[src/rtl/instruction_fetch_pkg.sv]
// Shared definitions for the fetch stage: FSM encodings, the NOP word and
// a small alignment helper.
package instruction_fetch_pkg;

   typedef enum logic [1:0] {
      FETCH_BOOT  = 2'd0,
      FETCH_RUN   = 2'd1,
      FETCH_FAULT = 2'd2
   } fetch_state_e;

   localparam logic [31:0] NOP_INSTRUCTION = 32'h0000_0000;

   // A fetch address is usable only when it points at a whole word.
   function automatic logic word_aligned(input logic [31:0] addr);
      return (addr[1:0] == 2'b00);
   endfunction

endpackage

[src/rtl/if_id_register.sv]
// IF/ID pipeline register. A bubble clears it to a NOP with valid low and
// takes priority over a load; with neither asserted the contents are held.
import instruction_fetch_pkg::*;

module if_id_register (
   input  logic        clock,
   input  logic        reset,
   input  logic        load_i,
   input  logic        bubble_i,
   input  logic [31:0] instruction_i,
   input  logic [31:0] pc_plus4_i,
   output logic        valid_o,
   output logic [31:0] instruction_o,
   output logic [31:0] pc_plus4_o
);

   logic        valid_q;
   logic [31:0] instruction_q;
   logic [31:0] pc_plus4_q;

   // Bubble beats load; otherwise hold.
   always_ff @(posedge clock or posedge reset) begin
      if (reset) begin
         valid_q       <= 1'b0;
         instruction_q <= NOP_INSTRUCTION;
         pc_plus4_q    <= 32'h0;
      end else if (bubble_i) begin
         valid_q       <= 1'b0;
         instruction_q <= NOP_INSTRUCTION;
         pc_plus4_q    <= 32'h0;
      end else if (load_i) begin
         valid_q       <= 1'b1;
         instruction_q <= instruction_i;
         pc_plus4_q    <= pc_plus4_i;
      end
   end

   assign valid_o       = valid_q;
   assign instruction_o = instruction_q;
   assign pc_plus4_o    = pc_plus4_q;

endmodule

[src/rtl/instruction_fetch.sv]
// Fetch stage: owns the PC, addresses instruction memory, captures the
// returned word into IF/ID, and latches a sticky fault on a misaligned
// redirect or a PC that walks off the end of memory.
import instruction_fetch_pkg::*;

module instruction_fetch #(
   parameter logic [31:0] RESET_PC  = 32'h0000_0000,
   parameter logic [31:0] IMEM_SIZE = 32'h0000_0400
) (
   input  logic        clock,
   input  logic        reset,
   input  logic        stall,
   input  logic        redirect_valid,
   input  logic [31:0] redirect_pc,
   output logic [31:0] imem_address,
   input  logic [31:0] imem_instruction,
   output logic        if_id_valid,
   output logic [31:0] if_id_instruction,
   output logic [31:0] if_id_pc_plus4,
   output logic        fault,
   output logic [31:0] fault_pc
);

   fetch_state_e state_q, state_d;
   logic [31:0]  pc_q, pc_d;
   logic         fault_q, fault_d;
   logic [31:0]  fault_pc_q, fault_pc_d;
   logic         load;
   logic         bubble;
   logic [31:0]  pc_plus4;

   // Wraps modulo 2^32 by construction.
   assign pc_plus4 = pc_q + 32'd4;

   // Next-state and IF/ID control, RUN priority: bad redirect, redirect,
   // stall, out-of-range PC, sequential fetch.
   always_comb begin
      state_d    = state_q;
      pc_d       = pc_q;
      fault_d    = fault_q;
      fault_pc_d = fault_pc_q;
      load       = 1'b0;
      bubble     = 1'b0;
      case (state_q)
         FETCH_BOOT: begin
            state_d = FETCH_RUN;
         end
         FETCH_RUN: begin
            if (redirect_valid && !word_aligned(redirect_pc)) begin
               state_d    = FETCH_FAULT;
               fault_d    = 1'b1;
               fault_pc_d = redirect_pc;
               bubble     = 1'b1;
            end else if (redirect_valid) begin
               pc_d   = redirect_pc;
               bubble = 1'b1;
            end else if (stall) begin
               // Hold PC and IF/ID; whatever memory returns is dropped.
            end else if (pc_q >= IMEM_SIZE) begin
               state_d    = FETCH_FAULT;
               fault_d    = 1'b1;
               fault_pc_d = pc_q;
               bubble     = 1'b1;
            end else begin
               load = 1'b1;
               pc_d = pc_plus4;
            end
         end
         FETCH_FAULT: begin
            bubble = 1'b1;
         end
         default: begin
            // Unreachable encoding: park safely in the fault state.
            state_d    = FETCH_FAULT;
            fault_d    = 1'b1;
            fault_pc_d = pc_q;
            bubble     = 1'b1;
         end
      endcase
   end

   // FSM, PC and registered fault outputs.
   always_ff @(posedge clock or posedge reset) begin
      if (reset) begin
         state_q    <= FETCH_BOOT;
         pc_q       <= RESET_PC;
         fault_q    <= 1'b0;
         fault_pc_q <= 32'h0;
      end else begin
         state_q    <= state_d;
         pc_q       <= pc_d;
         fault_q    <= fault_d;
         fault_pc_q <= fault_pc_d;
      end
   end

   if_id_register u_if_id (
      .clock         (clock),
      .reset         (reset),
      .load_i        (load),
      .bubble_i      (bubble),
      .instruction_i (imem_instruction),
      .pc_plus4_i    (pc_plus4),
      .valid_o       (if_id_valid),
      .instruction_o (if_id_instruction),
      .pc_plus4_o    (if_id_pc_plus4)
   );

   assign imem_address = pc_q;
   assign fault        = fault_q;
   assign fault_pc     = fault_pc_q;

endmodule

[config.mk]
export PLATFORM = sky130hd
export DESIGN_NAME = instruction_fetch
export DESIGN_NICKNAME = d
export VERILOG_FILES = /design/src/rtl/instruction_fetch_pkg.sv /design/src/rtl/if_id_register.sv /design/src/rtl/instruction_fetch.sv
export SDC_FILE = /design/constraint.sdc
export NUM_CORES = 1
export LEC_CHECK = 0
export BUFFER_PORTS_ARGS = -buffer_cell sky130_fd_sc_hd__buf_2
export CORE_ASPECT_RATIO = 0.75
export CORE_MARGIN = 2
export CORE_UTILIZATION = 48
export DETAILED_ROUTE_END_ITERATION = 10
export PLACE_DENSITY = 0.78
export SLEW_MARGIN = 20
export SYNTH_ARGS = -nofsm -noshare
export SYNTH_HDL_FRONTEND = slang
export SYNTH_SLANG_ARGS = --single-unit
[constraint.sdc]
create_clock -name clock -period 10 [get_ports clock]
set_input_delay 0.5 -clock clock [delete_from_list [all_inputs] [get_ports clock]]
set_output_delay 0.5 -clock clock [all_outputs]
set_load 0.01 [all_outputs]
# Yosys cells after proc, flatten, opt, wreduce, memory -nomap -nowiden
# Cells that the tools add are included.
[totals]
reg_bits = 132
latchBits = 0
ram_bits = 0
mem_bits_ro = 0
in_bits = 68
out_inout_bits = 130
wordCells = 62
memories = 0
[op_classes]
n_addsub = 1
mul = 0
div = 0
magnitude_cmp = 1
n_eq_ne = 7
shift = 0
muxes = 34
n_bitwise = 3
n_reduce_logical = 9
[op_table]
columns = ["operator", "n"]
rows = [
  ["$mux W32", 11],
  ["$pmux W32 S2", 1],
  ["$add A32 B3 Y32 const B", 1],
  ["$ge A32 B11 Y1 const B", 1],
  ["$mux W1", 15],
  ["$reduce_and A4 Y1", 3],
  ["$ne A3 B3 Y1 const B", 3],
  ["$mux W2", 4],
  ["$pmux W2 S3", 1],
  ["$logic_not A2 Y1", 2],
  ["$pmux W1 S2", 2],
  ["$not A1 Y1", 3],
  ["$eq A2 B1 Y1 const B", 1],
  ["$eq A2 B2 Y1 const B", 1],
  ["$ne A2 B1 Y1 const B", 1],
  ["$ne A2 B2 Y1 const B", 1],
  ["$reduce_bool A2 Y1", 1],
  ["$reduce_or A2 Y1", 1],
  ["$logic_and A1 B1 Y1", 1],
  ["$logic_not A1 Y1", 1],
]

# Depth between registers and ports, before layout
# Gate-level depths: netlist of the first run.
[depth]
depth_word = 8
ltp_mapped = 8
depth_no_buf = 5

# By module
# Synthesis of the first run repeated with hierarchy kept, for this count alone.
[unflattened]
cells_unflattened = 596
area_unflattened_um2 = 6737.7
[by_module_without_submodules]
columns = ["module", "n_inst", "cells_each", "area_per_inst_um2", "seq_area_each_um2"]
rows = [
  ["instruction_fetch", 1, 386, 4097.7, 1676.6],
  ["if_id_register", 1, 210, 2640.0, 1626.6],
]

# Worst setup path before layout of the first run
# No wires, ideal clock.
[synth_timing]
kind = "input to register"
from = "input redirect_valid"
to = "register fault_pc_q[16], in the netlist fault_pc[16]"
setup_ns = 0.125
arrival_ns = 1.973
t_required_ns = 9.875
setup_slack_ns = 7.902
cell_stages = 6
n_path_buf = 2
path_cell_list = "clkbuf_1 inv_1 nor3_1 buf_2 mux2_2 mux2_2"
[synth_via]
elab_chain_cells = 3
elab_cells_between_ends = 7
cone_classes = "3 x eq/ne; 2 x mux; 2 x reduce/logical"
[synth_lines]
columns = ["element", "line", "source"]
rows = [
  ["start, declared", "instruction_fetch.sv:13", "input logic redirect_valid,"],
  ["$logic_and A1 B1 Y1", "instruction_fetch.sv:49", "if (redirect_valid && !word_aligned(redirect_pc)) begin"],
  ["$ne A3 B3 Y1 (no source line) / $mux W32 (equally long branches)", "n/a", ""],
  ["$reduce_and A4 Y1 (no source line) / $pmux W32 S2 (equally long branches)", "n/a", ""],
  ["end signal, assigned", "instruction_fetch.sv:93", "fault_pc_q <= fault_pc_d;"],
  ["end, declared", "instruction_fetch.sv:27", "logic [31:0] fault_pc_q, fault_pc_d;"],
]
# Several ways; a longest one is shown, not always the timed one.
# A chain may end at the register's enable or synchronous reset.

# Final worst setup path of the first run
[layout_timing]
from = "input redirect_valid"
to = "register fault_pc_q[18], in the netlist fault_pc[18]"
# Same word-level chain as after synthesis.

==> key figures, run 1 <==
Outcome
  – Outcome: finished clean

Place
  – Placed Cells: 822
  – Port bufs: 197
  – DPL Wire Length: 10790 um
  – Placer congestion estimate: 0.8441

Cells and area
  – Seq. cell area: 0.003303 mm2
  – Area grow syn2layout: 28.60%
  – Antenna cells: 0
  – Share of post-route cells with drive strength above 1: 0.4520
  – Fillers: 949
  – Most frequent cells in the layout: buf_2, dfrtp_1, a22o_1
  – Area occupied by multi-input gates: 0.002495 mm2
  – Post-Layout Cell Count: 854
  – Fin nets: 745
  – Commonest non-fill, non-tap cell in the layout: buf_2

Power and ir drop
  – PD cells: 205.9 mW/mm2
  – Clk network pwr share: 0.411
  – Internal: 1160 uW
  – Switching portion of total power: 0.2728
  – Seq pwr share: 0.407
  – Leak: 0.003849 uW
  – Psw: 435.0 uW
  – VDD IR max: 138.9 uV
  – Combinational share of power: 0.182

Critical path
  – Required @ worst endpoint: 10280 ps
  – CP arrival: 3380 ps
  – Crit. End Element: flop
  – R2R setup slack: 7370 ps
  – RR Startpoint: state_q[1]
  – Crit path launch type: input pin
  – RR Endpoint: fault_pc[18]
  – Worst Setup Path Type: input pin to flop
  – Setup crit start: redirect_valid
  – Worst setup endpoint: fault_pc[18]
  – Crit-path max FO: 40
  – Worst reg2reg path depth: 5

Yosys
  – Async SR Flop Fraction: 1.000
  – Post-synthesis cell count: 486
  – Synth unique cells: 53
  – Syn_nets: 556
  – Yosys warnings: 0
  – Ys flop type: dfrtp_1
  – Average size of a mapped cell: 12.39 um2
  – Post-synth EDFFs: 0
  – Synthesized area: 0.006023 mm2
  – Seq/Total Area, Yosys: 0.5484
  – Yosys reg bits: 132

STA
  – Setup tns final: 0 ps
  – RSZ-0062 raised after global routing: false
  – Max_slew headroom: 0.3533
  – Final setup violation count: 0
  – FMAX: 323.2 MHz
  – Slew Limit Fails: 0
  – Fin crit share: 0.3094
  – Min cycle time layout: 3094 ps
  – Final hold vios: 0
  – Worst Skew: 8.191 ps
  – Worst-margin pin slew: 970.1 ps

Detailed routing
  – Total routed wirelength: 15630 um
  – DRT Pass-1 Iters: 5
  – DR vias/cell: 5.567
  – Drt drc: 0
  – WL/cell: 18.30 um
  – Antenna Nets Post-Route: 0
  – Vias after detailed routing: 4754
  – Number of DRC markers in iteration 0: 390

Floorplan
  – Core region area: 0.01226 mm2
  – Die Ht: 101.0 um
  – Rows: 35
  – Die X: 133.4 um
  – Io pins: 198
  – Initial Util: 0.4912
  – Die Footprint: 0.01347 mm2

Clock tree
  – TritonCTS clock tree: done
  – Root buf cell: clkbuf_16
  – Max Buffers Root-to-Sink: 2
  – Num CTS Buffers: 17
  – Clk Latency, worst-skew pair: 410 ps
  – Clock-pin transition on the worst setup and hold timing paths: 60 ps
  – Postcts setup bufs: 0
  – # hold bufs at CTS: 0
  – CTS H-tree lvls: 4
  – CTS sink cnt: 132
  – # resized after CTS: 0

Global route
  – Total grt overflow: 0
  – Largest net degree at the start of global routing: 77
  – First-pass GRT wire length: 24470 um
  – Initial antenna violation count: 1
  – Total GRT Usage: 0.2330
  – Vias in the first global route: 4627

Job
  – Max-cap violations: 0

Worst hold path
  – HP Class: input pin to asynchronous set/reset pin
## final cells by class
cell class                 count  area share
tap                          166     0.02681
multi-input combinational    300      0.3221
timing repair buffer         202      0.1321
clock buffer                  17     0.05492
inverter                      22     0.01131
clock inverter                15     0.02633
sequential                   132      0.4264
## per-layer routing
layer	routed length [um]	vias up	part of all wire	global-route usage
met5	8	-	0.00051	0
met3	1024	28	0.066	0.05732
met4	297	2	0.019	0.08183
met1	6886	2353	0.44	0.3267
li1	-	2159	-	-
met2	7409	212	0.47	0.3565
## state kept, by name, indices dropped and copies added, names as in the netlist
| register | cells |
|---|---|
| fault_pc | 32 |
| imem_address | 32 |
| u_if_id.instruction_o | 32 |
| u_if_id.pc_plus4_o | 32 |
| state_q | 2 |
| fault | 1 |
| u_if_id.valid_o | 1 |
## worst min-delay path by stage
stage,from,to,slack [ps],cells past startpoint
after CTS,reset,u_if_id.pc_plus4_o[14],160,2
final,reset,u_if_id.pc_plus4_o[14],150,2
after floorplan,fault,fault,500,1
after global placement,fault,fault,440,1
after global routing,reset,u_if_id.instruction_o[10],170,2
after detailed placement,fault,fault,450,1
## power by group through the flow
stage | clock (uW) | combinational (uW) | sequential (uW)
detailed placement | 0 | 290 | 656
floorplan | 0 | 158 | 674
global placement | 0 | 281 | 654
finish | 655 | 290 | 650
global route | 695 | 312 | 657
CTS | 666 | 292 | 649
## synthesized netlist by cell type (all sizes together) (2+ instances only)
master	number	share of area
a22o	43	0.063
a22oi	3	0.0037
nor3	4	0.0042
a21oi	17	0.014
and2	22	0.023
or4	4	0.0050
inv	22	0.014
nor2b	3	0.0031
nand4	4	0.0052
a21bo	3	0.0050
mux2i	9	0.015
nor2	22	0.014
nor4	11	0.017
o31a	2	0.0029
nor3b	2	0.0025
dfrtp	132	0.55
or2	3	0.0031
nand2b	4	0.0042
and3	3	0.0031
o32ai	3	0.0044
o21ai	5	0.0042
clkbuf	22	0.014
nand2	15	0.0093
o21a	2	0.0025
buf	10	0.015
o221ai	5	0.0073
o211ai	2	0.0025
o22ai	10	0.010
ha	2	0.0042
mux2	62	0.13
nand3	9	0.0075
and4	3	0.0044
a31oi	3	0.0031
xnor2	6	0.0087
o22a	4	0.0058
## critical path: stages
cell and delay (ps):
buf_2 570, inv_1 480, nor3_2 700, buf_4 440, mux2_2 380, mux2_2 270
## stage by stage
| stage | utilization | hold WS, ps | setup slack [ps] | area [um2] | total power [uW] |
|---|---|---|---|---|---|
| floorplan | - | 504.0 | 5974 | 6023 | 832.3 |
| detailed placement | 0.5797 | 449.0 | 6548 | 7108 | 946.6 |
| global placement | 0.5797 | 440.6 | 6671 | 7108 | 935.4 |
| finish | 0.6317 | 146.5 | 6906 | 7746 | 1595 |
| global route | 0.6317 | 174.8 | 6778 | 7746 | 1665 |
| CTS | 0.6310 | 157.2 | 6986 | 7737 | 1607 |
## kinds of logic after synthesis
kind of cell | after synthesis | synth area share
buffers and inverters | 54 | 0.04279
DFF | 132 | 0.5484
and+or+nand+nor | 112 | 0.1095
AOI/OAI and AO/OA | 108 | 0.1373
adders and majority gates | 2 | 0.004154
xor gates and xnor gates | 7 | 0.01018
muxes | 71 | 0.1477
(Power assumes the default switching activity.)
==> run 2, diff against run 1 <==
Settings changed: CORE_UTILIZATION 48 to 46, PLACE_DENSITY 0.78 to 0.79.
Clock period 10 ns to 2.7 ns, I/O delays scaled along.
==> run 2 against run 1 <==
Effect of this change: power grew to 3.7 times the previous value; design area grew 5.9%; critical endpoint is now fault_pc[23]; via count is 5.0% higher; first-iteration DRC count up 15%; sequential power increased to 3.7 times the previous value; routed wire length increased by 10%; critical path depth shrank 1; clock power rose to 3.6 times the previous value; non-clock buffer count up 47.
==> key figures, run 2 (synthesized netlist as in run 1, its figures left out) <==
Outcome
  – Outcome: finished clean

Cells and area
  – Share of post-route cells with drive strength above 1: 0.4367 (-0.01530)
  – Commonest non-fill, non-tap cell in the layout: buf_2
  – Area grow syn2layout: 36.17%
  – Most frequent cells in the layout: buf_2, dfrtp_1, a22o_1
  – Post-Layout Cell Count: 907 (+6.2%)
  – Fin nets: 792 (+6.3%)
  – Fillers: 1018 (+7.3%)

Detailed routing
  – Number of DRC markers in iteration 0: 447 (+15%)
  – Antenna Nets Post-Route: 0 (unchanged)
  – DRT Pass-1 Iters: 5 (unchanged)
  – DR vias/cell: 5.506 (-1.1%)
  – Vias after detailed routing: 4994 (+5.0%)
  – Total routed wirelength: 17220 um (+10%)
  – WL/cell: 18.98 um (+3.8%)
  – Drt drc: 0 (unchanged)

Global route
  – Initial antenna violation count: 1 (unchanged)
  – Total grt overflow: 0 (unchanged)
  – Total GRT Usage: 0.2459 (+0.01294)
  – First-pass GRT wire length: 26080 um (+6.6%)
  – Vias in the first global route: 4920 (+6.3%)
  – Largest net degree at the start of global routing: 49 (-36%)

Place
  – Port bufs: 197 (unchanged)
  – Placed Cells: 837 (+1.8%)
  – DPL Wire Length: 11630 um (+7.8%)
  – Placer congestion estimate: 0.8929 (+5.8%)

STA
  – Min cycle time layout: 2517 ps
  – RSZ-0062 raised after global routing: false
  – Final setup violation count: 0 (unchanged)
  – Fin crit share: 0.9322
  – Worst-margin pin slew: 974.8 ps (+4.721 ps)
  – Final hold vios: 0 (unchanged)
  – Worst Skew: 11.41 ps (+3.216 ps)
  – Max_slew headroom: 0.3501 (-0.003148)
  – Slew Limit Fails: 0 (unchanged)
  – Setup tns final: 0 ps (unchanged)
  – FMAX: 397.3 MHz

Worst hold path
  – HP Class: input pin to flop

Critical path
  – Crit. End Element: flop
  – CP arrival: 2820 ps (-560 ps)
  – Crit-path cells: nor4_1 > nand2_1 > o41a_2 > buf_4 > mux2_4
  – Crit path launch type: flop
  – Worst Setup Path Type: flop to flop
  – CP max stage delay: 670 ps (-30 ps)
  – Critical-path top delay cell: nor4_1
  – Required @ worst endpoint: 3000 ps (-7280 ps)
  – Crit-path max FO: 23 (-43%)

Power and ir drop
  – PD cells: 725.3 mW/mm2 (+250%)
  – Switching portion of total power: 0.2807 (+0.007930)
  – Leak: 0.004056 uW (+5.4%)
  – Overall power: 5949 uW (+270%)
  – Psw: 1670 uW (+280%)
  – Internal: 4279 uW (+270%)
  – Seq pwr share: 0.405 (-0.002)
  – Combinational share of power: 0.193 (+0.011)
  – VDD IR max: 470.7 uV (+240%)
  – Clk network pwr share: 0.402 (-0.009)

Clock tree
  – TritonCTS clock tree: done
  – Root buf cell: clkbuf_16
  – Max Buffers Root-to-Sink: 2 (unchanged)
  – CTS H-tree lvls: 4 (unchanged)
  – Postcts setup bufs: 0 (unchanged)
  – CTS sink cnt: 132 (unchanged)
  – Clk Latency, worst-skew pair: 420 ps (about the same)
  – Num CTS Buffers: 17 (unchanged)
  – Clock-pin transition on the worst setup and hold timing paths: 60 ps (about the same)

Floorplan
  – Die X: 136.1 um (+2.1%)
  – Io pins: 198 (unchanged)
  – Core region area: 0.01288 mm2 (+5.1%)
  – Die Ht: 103.1 um (+2.1%)
  – Rows: 36 (+2.9%)
  – Initial Util: 0.4676 (-0.02366)
  – Die Footprint: 0.01404 mm2 (+4.2%)

Job
  – Max-cap violations: 0 (unchanged)
run 2: power groups by stage:
stage               Clock [uW]  Combinational, uW  Sequential (uW)
CTS                       2430               1150             2410
global placement             0               1070             2420
finish                    2390               1150             2410
global route              2530               1230             2440
detailed placement           0               1100             2430
floorplan                    0                585             2500
run 2: worst max-delay path, delay by kind of cell, from the launching register on:
kind | cells | cell delay (ps)
compound gates | 1 | 480
simple gates | 2 | 860
flops | 1 | 450
buf+inv | 1 | 260
mux | 1 | 340
run 2: path summary, 6_finish.rpt:
| path | start | endpoint | slack [ps] | depth (start not counted) |
|---|---|---|---|---|
| max | imem_address[13] | fault_pc[23] | 180 | 5 |
| min | redirect_pc[26] | imem_address[26] | 30 | 3 |
| max reg2reg | imem_address[13] | fault_pc[23] | 180 | 5 |
| min reg2reg | u_if_id.pc_plus4_o[12] | u_if_id.pc_plus4_o[12] | 480 | 1 |
| max in group asynchronous | reset | u_if_id.pc_plus4_o[4] | 1530 | 4 |
| min in group asynchronous | reset | u_if_id.pc_plus4_o[29] | 430 | 3 |
run 2: cell type report:
class                      count  area [um2]  area share
inverter                      22       86.33     0.01053
clock buffer                  18       439.2     0.05355
tap                          171       214.0     0.02609
clock inverter                14       176.4     0.02151
timing repair buffer         249        1494      0.1822
antenna                        1       2.502   0.0003051
sequential                   132        3303      0.4027
multi-input combinational    300        2486      0.3031
run 2: repair_timing:
action / CTS / global route
hold endpoints to repair: 68 / 0
hold buffers: 37 / 0
resized for setup: 0 / 0
run 2: per-stage QoR:
step	utilization	worst slack [ps]	hold WS, ps	area, um2
floorplan	-	630.1	267.7	6027
global placement	0.5599	434.4	300.4	7213
detailed placement	0.5599	230.0	314.8	7213
CTS	0.6365	221.6	11.66	8199
global route	0.6365	81.09	8.819	8199
finish	0.6367	183.0	27.76	8202
run 2: layer usage:
| metal | GRT usage | vias up | wire (um) |
|---|---|---|---|
| li1 | - | 2255 | - |
| met1 | 0.3233 | 2469 | 7366 |
| met2 | 0.3896 | 241 | 8267 |
| met3 | 0.06637 | 29 | 1219 |
| met4 | 0.1018 | 0 | 365 |
| met5 | 0 | - | 0 |
